--- src/rtl/ysyx_23060191_mem_arbiter_pkg.sv ---
// Shared constants for the IFU/LSU memory arbiter: FSM encodings, owner ids, timeout default.
// Latency: none (declarations only).
// Backpressure: not applicable.
package ysyx_23060191_mem_arbiter_pkg;

    // Arbiter FSM encodings (2-bit, kept as plain constants for legacy tools)
    localparam logic [1:0] ARB_ST_IDLE = 2'd0;
    localparam logic [1:0] ARB_ST_REQ  = 2'd1;
    localparam logic [1:0] ARB_ST_RESP = 2'd2;
    localparam logic [1:0] ARB_ST_DONE = 2'd3;

    // Owner ids double as bit positions in the request/grant vectors
    localparam logic ARB_OWNER_IFU = 1'b0;
    localparam logic ARB_OWNER_LSU = 1'b1;

    // Cycles a transaction may spend in REQ+RESP before it is failed
    localparam int ARB_TIMEOUT_DEFAULT = 255;

    // One-hot grant vector for a given owner id
    function automatic logic [1:0] arb_owner_onehot(input logic owner);
        return (owner == ARB_OWNER_LSU) ? 2'b10 : 2'b01;
    endfunction

endpackage

--- src/rtl/ysyx_23060191_rr_arb2.sv ---
// Two-input round-robin picker: one-hot grant, the master that did not win last time wins a tie.
// Latency: purely combinational.
// Backpressure: enable low forces an empty grant (arbiter busy).
module ysyx_23060191_rr_arb2
    import ysyx_23060191_mem_arbiter_pkg::*;
(
    input  logic [1:0] req,
    input  logic       last_grant,
    input  logic       enable,
    output logic [1:0] grant
);

    // Single requester wins outright; on a tie the other master than last_grant wins
    always_comb begin
        grant = 2'b00;
        if (enable) begin
            case (req)
                2'b01:   grant = 2'b01;
                2'b10:   grant = 2'b10;
                2'b11:   grant = arb_owner_onehot(~last_grant);
                default: grant = 2'b00;
            endcase
        end
    end

endmodule

--- src/rtl/ysyx_23060191_mem_arbiter.sv ---
// IFU/LSU to single memory port arbiter: round-robin grant, one outstanding transaction, slave timeout.
// Latency: accept at cycle 0, mem request from cycle 1, master response pulse no earlier than cycle 3.
// Backpressure: masters are held off (req_ready low) outside IDLE; responses cannot be stalled.
module ysyx_23060191_mem_arbiter
    import ysyx_23060191_mem_arbiter_pkg::*;
#(
    parameter int ADDR_W  = 32,
    parameter int DATA_W  = 32,
    parameter int TIMEOUT = ARB_TIMEOUT_DEFAULT
)
(
    input  logic                clk,
    input  logic                rst,

    input  logic                ifu_req_valid,
    output logic                ifu_req_ready,
    input  logic [ADDR_W-1:0]   ifu_req_addr,
    output logic                ifu_resp_valid,
    output logic [DATA_W-1:0]   ifu_resp_rdata,
    output logic                ifu_resp_err,

    input  logic                lsu_req_valid,
    output logic                lsu_req_ready,
    input  logic [ADDR_W-1:0]   lsu_req_addr,
    input  logic                lsu_req_wen,
    input  logic [DATA_W-1:0]   lsu_req_wdata,
    input  logic [DATA_W/8-1:0] lsu_req_wmask,
    output logic                lsu_resp_valid,
    output logic [DATA_W-1:0]   lsu_resp_rdata,
    output logic                lsu_resp_err,

    output logic                mem_req_valid,
    input  logic                mem_req_ready,
    output logic [ADDR_W-1:0]   mem_req_addr,
    output logic                mem_req_wen,
    output logic [DATA_W-1:0]   mem_req_wdata,
    output logic [DATA_W/8-1:0] mem_req_wmask,
    input  logic                mem_resp_valid,
    input  logic [DATA_W-1:0]   mem_resp_rdata
);

    localparam int              TMR_W    = $clog2(TIMEOUT + 1);
    localparam logic [TMR_W-1:0] TMR_LAST = TMR_W'(TIMEOUT - 1);

    logic [1:0]          state;
    logic [1:0]          state_nxt;
    logic                owner;
    logic                last_grant;
    logic [TMR_W-1:0]    timer;

    logic [ADDR_W-1:0]   addr_q;
    logic                wen_q;
    logic [DATA_W-1:0]   wdata_q;
    logic [DATA_W/8-1:0] wmask_q;
    logic [DATA_W-1:0]   rdata_q;
    logic                err_q;

    logic                arb_enable;
    logic [1:0]          grant;
    logic                accept;
    logic                pick;
    logic                in_flight;
    logic                complete;
    logic                expire;

    // Grants only happen in IDLE; reset also masks the combinational ready path
    assign arb_enable = (state == ARB_ST_IDLE) && !rst;

    ysyx_23060191_rr_arb2 u_rr_arb2 (
        .req        ({lsu_req_valid, ifu_req_valid}),
        .last_grant (last_grant),
        .enable     (arb_enable),
        .grant      (grant)
    );

    assign ifu_req_ready = grant[ARB_OWNER_IFU];
    assign lsu_req_ready = grant[ARB_OWNER_LSU];
    assign accept        = |grant;
    assign pick          = grant[ARB_OWNER_LSU] ? ARB_OWNER_LSU : ARB_OWNER_IFU;

    // A response seen while still in REQ is ignored: the slave must answer after accepting
    assign in_flight = (state == ARB_ST_REQ) || (state == ARB_ST_RESP);
    assign complete  = (state == ARB_ST_RESP) && mem_resp_valid;
    assign expire    = in_flight && (timer == TMR_LAST) && !complete;

    assign mem_req_valid = (state == ARB_ST_REQ);
    assign mem_req_addr  = addr_q;
    assign mem_req_wen   = wen_q;
    assign mem_req_wdata = wdata_q;
    assign mem_req_wmask = wmask_q;

    // Both masters see the shared response registers; only resp_valid qualifies them
    assign ifu_resp_valid = (state == ARB_ST_DONE) && (owner == ARB_OWNER_IFU);
    assign lsu_resp_valid = (state == ARB_ST_DONE) && (owner == ARB_OWNER_LSU);
    assign ifu_resp_rdata = rdata_q;
    assign lsu_resp_rdata = rdata_q;
    assign ifu_resp_err   = err_q;
    assign lsu_resp_err   = err_q;

    // Next-state: timeout preempts a REQ handshake, completion beats timeout in RESP
    always_comb begin
        state_nxt = state;
        case (state)
            ARB_ST_IDLE: begin
                if (accept) begin
                    state_nxt = ARB_ST_REQ;
                end
            end
            ARB_ST_REQ: begin
                if (expire) begin
                    state_nxt = ARB_ST_DONE;
                end else if (mem_req_ready) begin
                    state_nxt = ARB_ST_RESP;
                end
            end
            ARB_ST_RESP: begin
                if (complete || expire) begin
                    state_nxt = ARB_ST_DONE;
                end
            end
            ARB_ST_DONE: begin
                state_nxt = ARB_ST_IDLE;
            end
            default: begin
                state_nxt = ARB_ST_IDLE;
            end
        endcase
    end

    // FSM state register; reset abandons any transaction in flight
    always_ff @(posedge clk or posedge rst) begin
        if (rst) begin
            state <= ARB_ST_IDLE;
        end else begin
            state <= state_nxt;
        end
    end

    // Latch the granted request and remember who won; IFU fetches carry no write payload
    always_ff @(posedge clk or posedge rst) begin
        if (rst) begin
            owner      <= ARB_OWNER_IFU;
            last_grant <= ARB_OWNER_LSU;
            addr_q     <= '0;
            wen_q      <= 1'b0;
            wdata_q    <= '0;
            wmask_q    <= '0;
        end else if (accept) begin
            owner      <= pick;
            last_grant <= pick;
            if (pick == ARB_OWNER_LSU) begin
                addr_q  <= lsu_req_addr;
                wen_q   <= lsu_req_wen;
                wdata_q <= lsu_req_wdata;
                wmask_q <= lsu_req_wmask;
            end else begin
                addr_q  <= ifu_req_addr;
                wen_q   <= 1'b0;
                wdata_q <= '0;
                wmask_q <= '0;
            end
        end
    end

    // Timeout counter: cleared on accept, advances every cycle the slave holds the transaction
    always_ff @(posedge clk or posedge rst) begin
        if (rst) begin
            timer <= '0;
        end else if (accept) begin
            timer <= '0;
        end else if (in_flight) begin
            timer <= timer + 1'b1;
        end
    end

    // Response capture: store completions return zero data, a timeout returns an error
    always_ff @(posedge clk or posedge rst) begin
        if (rst) begin
            rdata_q <= '0;
            err_q   <= 1'b0;
        end else if (complete) begin
            rdata_q <= wen_q ? '0 : mem_resp_rdata;
            err_q   <= 1'b0;
        end else if (expire) begin
            rdata_q <= '0;
            err_q   <= 1'b1;
        end
    end

endmodule
--- config.mk ---
export PLATFORM = sky130hd
export DESIGN_NAME = ysyx_23060191_mem_arbiter
export DESIGN_NICKNAME = d
export VERILOG_FILES = /design/src/rtl/ysyx_23060191_mem_arbiter_pkg.sv /design/src/rtl/ysyx_23060191_rr_arb2.sv /design/src/rtl/ysyx_23060191_mem_arbiter.sv
export SDC_FILE = /design/constraint.sdc
export NUM_CORES = 1
export LEC_CHECK = 0
export ABC_CLOCK_PERIOD_IN_PS = 4600
export CORE_ASPECT_RATIO = 1.5
export CORE_MARGIN = 2
export CORE_UTILIZATION = 39
export DETAILED_ROUTE_END_ITERATION = 10
export GPL_TIMING_DRIVEN = 0
export PLACE_DENSITY = 0.79
export SKIP_LAST_GASP = 1
export SYNTH_ARGS = -nofsm -noshare
export SYNTH_HDL_FRONTEND = slang
export SYNTH_SLANG_ARGS = --single-unit
--- constraint.sdc ---
create_clock -name clk -period 4.6 [get_ports clk]
set_clock_uncertainty 0.2 [all_clocks]
set_input_delay 0.46 -clock clk [delete_from_list [all_inputs] [get_ports clk]]
set_output_delay 0.46 -clock clk [all_outputs]
set_load 0.02 [all_outputs]
==> reports/metrics.yaml <==
sta:
  fin_tns_setup_ns: 0
  max_freq_mhz: 302
  worst_slew_pin_slew_ns: 0.787
  rsz0062_at_grt: "false"
  hold_slack_ns: 0.303
  max_slew_margin_pct: 47.5
  setup_viol: 0
  finalHoldViolCount: 0
  min_period_ns: 3.31
  fin_crit_sh_pct: 71.9
  slew_violations: 0
clock_network:
  cts_hold_buf: 0
  cts.sinks: 114
  clkLatencyLatePin_ns: 0.40
  clockBufferDepth: 2
  cts_buffers: 17
  postCtsSetupBuffers: 0
  clk_pin_slew_worst_paths_ns: 0.05
  h-tree-depth: 4
  cts.repair.resized: 0
  cts_tree: "built"
  root_buffer: "clkbuf_16"
drt:
  drc: 0
  dr.pass1.iters: 4
  drtIter0Drc: 165
  viasPerCell: 5.03
  antenna_left: 0
  via_count: 4568
  wl_per_cell_um: 16.7
  wl_mm: 15.2
logic_synthesis:
  yosys.cell_types.count: 38
  ys_warn_count: 0
  synth-async-reset-ratio_pct: 100
  syn_nets: 587
  ys_ff_latch: 114
  synth_top_area_share_pct: 57.4
  synthTopCellsByCount: "113 x dfrtp_1, 69 x a22o_1, 69 x nand2_1"
  synthCells: 441
  synth_area_um2: 4920
  syn_area_per_cell_um2: 11.2
  ys.flop_type: "dfrtp_1"
  ys_seq_area_share_pct: 58.0
  synth_top_area_cell: "dfrtp_1"
  synthTopCellsByArea: "dfrtp_1 57%, a22o_1 12%, buf_4 5.5%"
  synth_edf_count: 0
  synth.most_common_cell: "dfrtp_1"
placement:
  gp_congestion: 0.809
  dpl_cell_area_um2: 7930
  dp.final_hpwl_mm: 11.8
  portBuffers: 278
setup_path:
  rrSetupSlack_ns: 2.36
  cp.required_ns: 3.94
  crit_fanout: 10
  crit_type: "register to output pin"
  end_kind: "output pin"
  reg2reg_to: "mem_req_addr[0]"
  worstRegToRegCells: 8
  reg2reg_from: "state[0]"
  startpoint: "state[0]"
  endpoint: "lsu_req_ready"
  start_kind: "register"
  arrival_ns: 2.65
global_routing:
  gr-max-usage-layer: "met2"
  overflow: 0
  globalRouteMet1Util_pct: 23.5
  antenna_found_initial: 0
  met2_usage_pct: 41.0
  grt_pass1_wl_mm: 23.4
  grt_max_degree: 64
  grt_util_met3_pct: 6.74
  grt_pass1_vias: 4755
  grtUsageTotal_pct: 22.8
flow_run:
  max_cap_violations: 0
floorplan:
  core_um2: 12400
  initial_core_util_pct: 39.7
  rows: 50
  die_x_um: 95.7
  die_h_um: 142
  die-area_um2: 13600
  io_pins: 279
pwr:
  power_density_nw_per_um2: 695
  ir_worst_vdd_v: 0.000445
  leakage_nw: 3.75
finish:
  final_util_pct: 68.8
  fin_area_um2: 8520
  layout-drive-gt1-share_pct: 12.9
  area_growth_pct: 73.0
  fin_nets: 885
  diodes: 0
hold_path:
  worstHoldPathType: "register to register"
outcome:
  outcome: "finished clean"
worst min-delay path by stage:
stage	startpoint	to	slack, ns	cells past startpoint
2_1_floorplan	last_grant	last_grant	0.31	2
3_3_place_gp	mem_req_wdata[6]	mem_req_wdata[6]	0.29	1
3_5_place_dp	mem_req_wdata[4]	mem_req_wdata[4]	0.29	1
4_1_cts	mem_req_wdata[28]	mem_req_wdata[28]	0.31	1
5_1_grt	mem_req_wdata[26]	mem_req_wdata[26]	0.32	1
6_report	mem_req_wdata[3]	mem_req_wdata[3]	0.30	1
final cells by class:
type	instances	area (µm²)
multi-input cells	254	1620
flip-flops and latches	114	2850
well taps	156	195
repair buffers	279	2810
clock inverters	10	134
fillers	946	3870
clock buffers	22	454
plain buffers	62	412
inverters	11	43.8
power by group:
part | switching [W] | total (W) | internal, W
combinational | 0.00138 | 0.00289 | 0.00151
clock | 0.000438 | 0.00130 | 0.000861
sequential | 0.000306 | 0.00174 | 0.00143
registers in the layout (all words and copies together), names as in the netlist:
name,cells
mem_req_wdata,32
timer,8
state,2
mem_req_wen,1
ifu_resp_err,1
mem_req_wmask,4
last_grant,1
owner,1
ifu_resp_rdata,32
mem_req_addr,32
routing by layer:
| layer | wire, µm | up-vias |
|---|---|---|
| met1 | 5330 | 2184 |
| met5 | 0 | - |
| met2 | 8030 | 228 |
| met3 | 1310 | 38 |
| li1 | - | 2118 |
| met4 | 493 | 0 |
stage by stage:
step	setup WS [ns]	cells	total power (W)
6_report	1.29	908	0.00592
5_1_grt	1.12	908	0.00624
3_5_place_dp	1.49	876	0.00464
2_1_floorplan	0.926	441	0.00324
3_3_place_gp	-0.575	875	0.00455
4_1_cts	1.26	908	0.00599
cells by family after synthesis:
group / Yosys count / share of synthesized area (%)
AND/OR/NAND/NOR: 123 / 11.1
buffers and inverters: 73 / 9.20
multiplexers: 1 / 0.229
flip-flops: 114 / 58.0
XOR/XNOR: 6 / 1.07
adder cells (fa/ha/maj): 7 / 1.78
AO/OA/AOI/OAI: 117 / 18.7
placed cells by master, fill, tap and decap left out, types with 2 or more instances in the layout:
cell type,n
a21oi_1,3
buf_4,36
xnor2_1,2
clkbuf_16,17
ha_1,7
inv_1,9
o21ai_0,2
dfrtp_1,113
xor2_1,4
bufinv_16,3
a22oi_1,2
clkinvlp_4,2
nor2_1,40
buf_2,17
clkbuf_1,10
clkdlybuf4s50_1,278
buf_6,3
nand2_1,69
nand4_1,2
clkinv_2,4
o21a_1,2
a211oi_1,2
a22o_1,69
a31oi_1,33
critical path, stage by stage (launching register included):
cell	delay, ns
dfrtp_1	0.39
inv_1	0.15
ha_1	0.28
and2b_4	0.23
nand3_4	0.12
inv_2	0.18
buf_2	0.25
clkdlybuf4s50_1	0.64
Power figures use the tool's default switching activity.
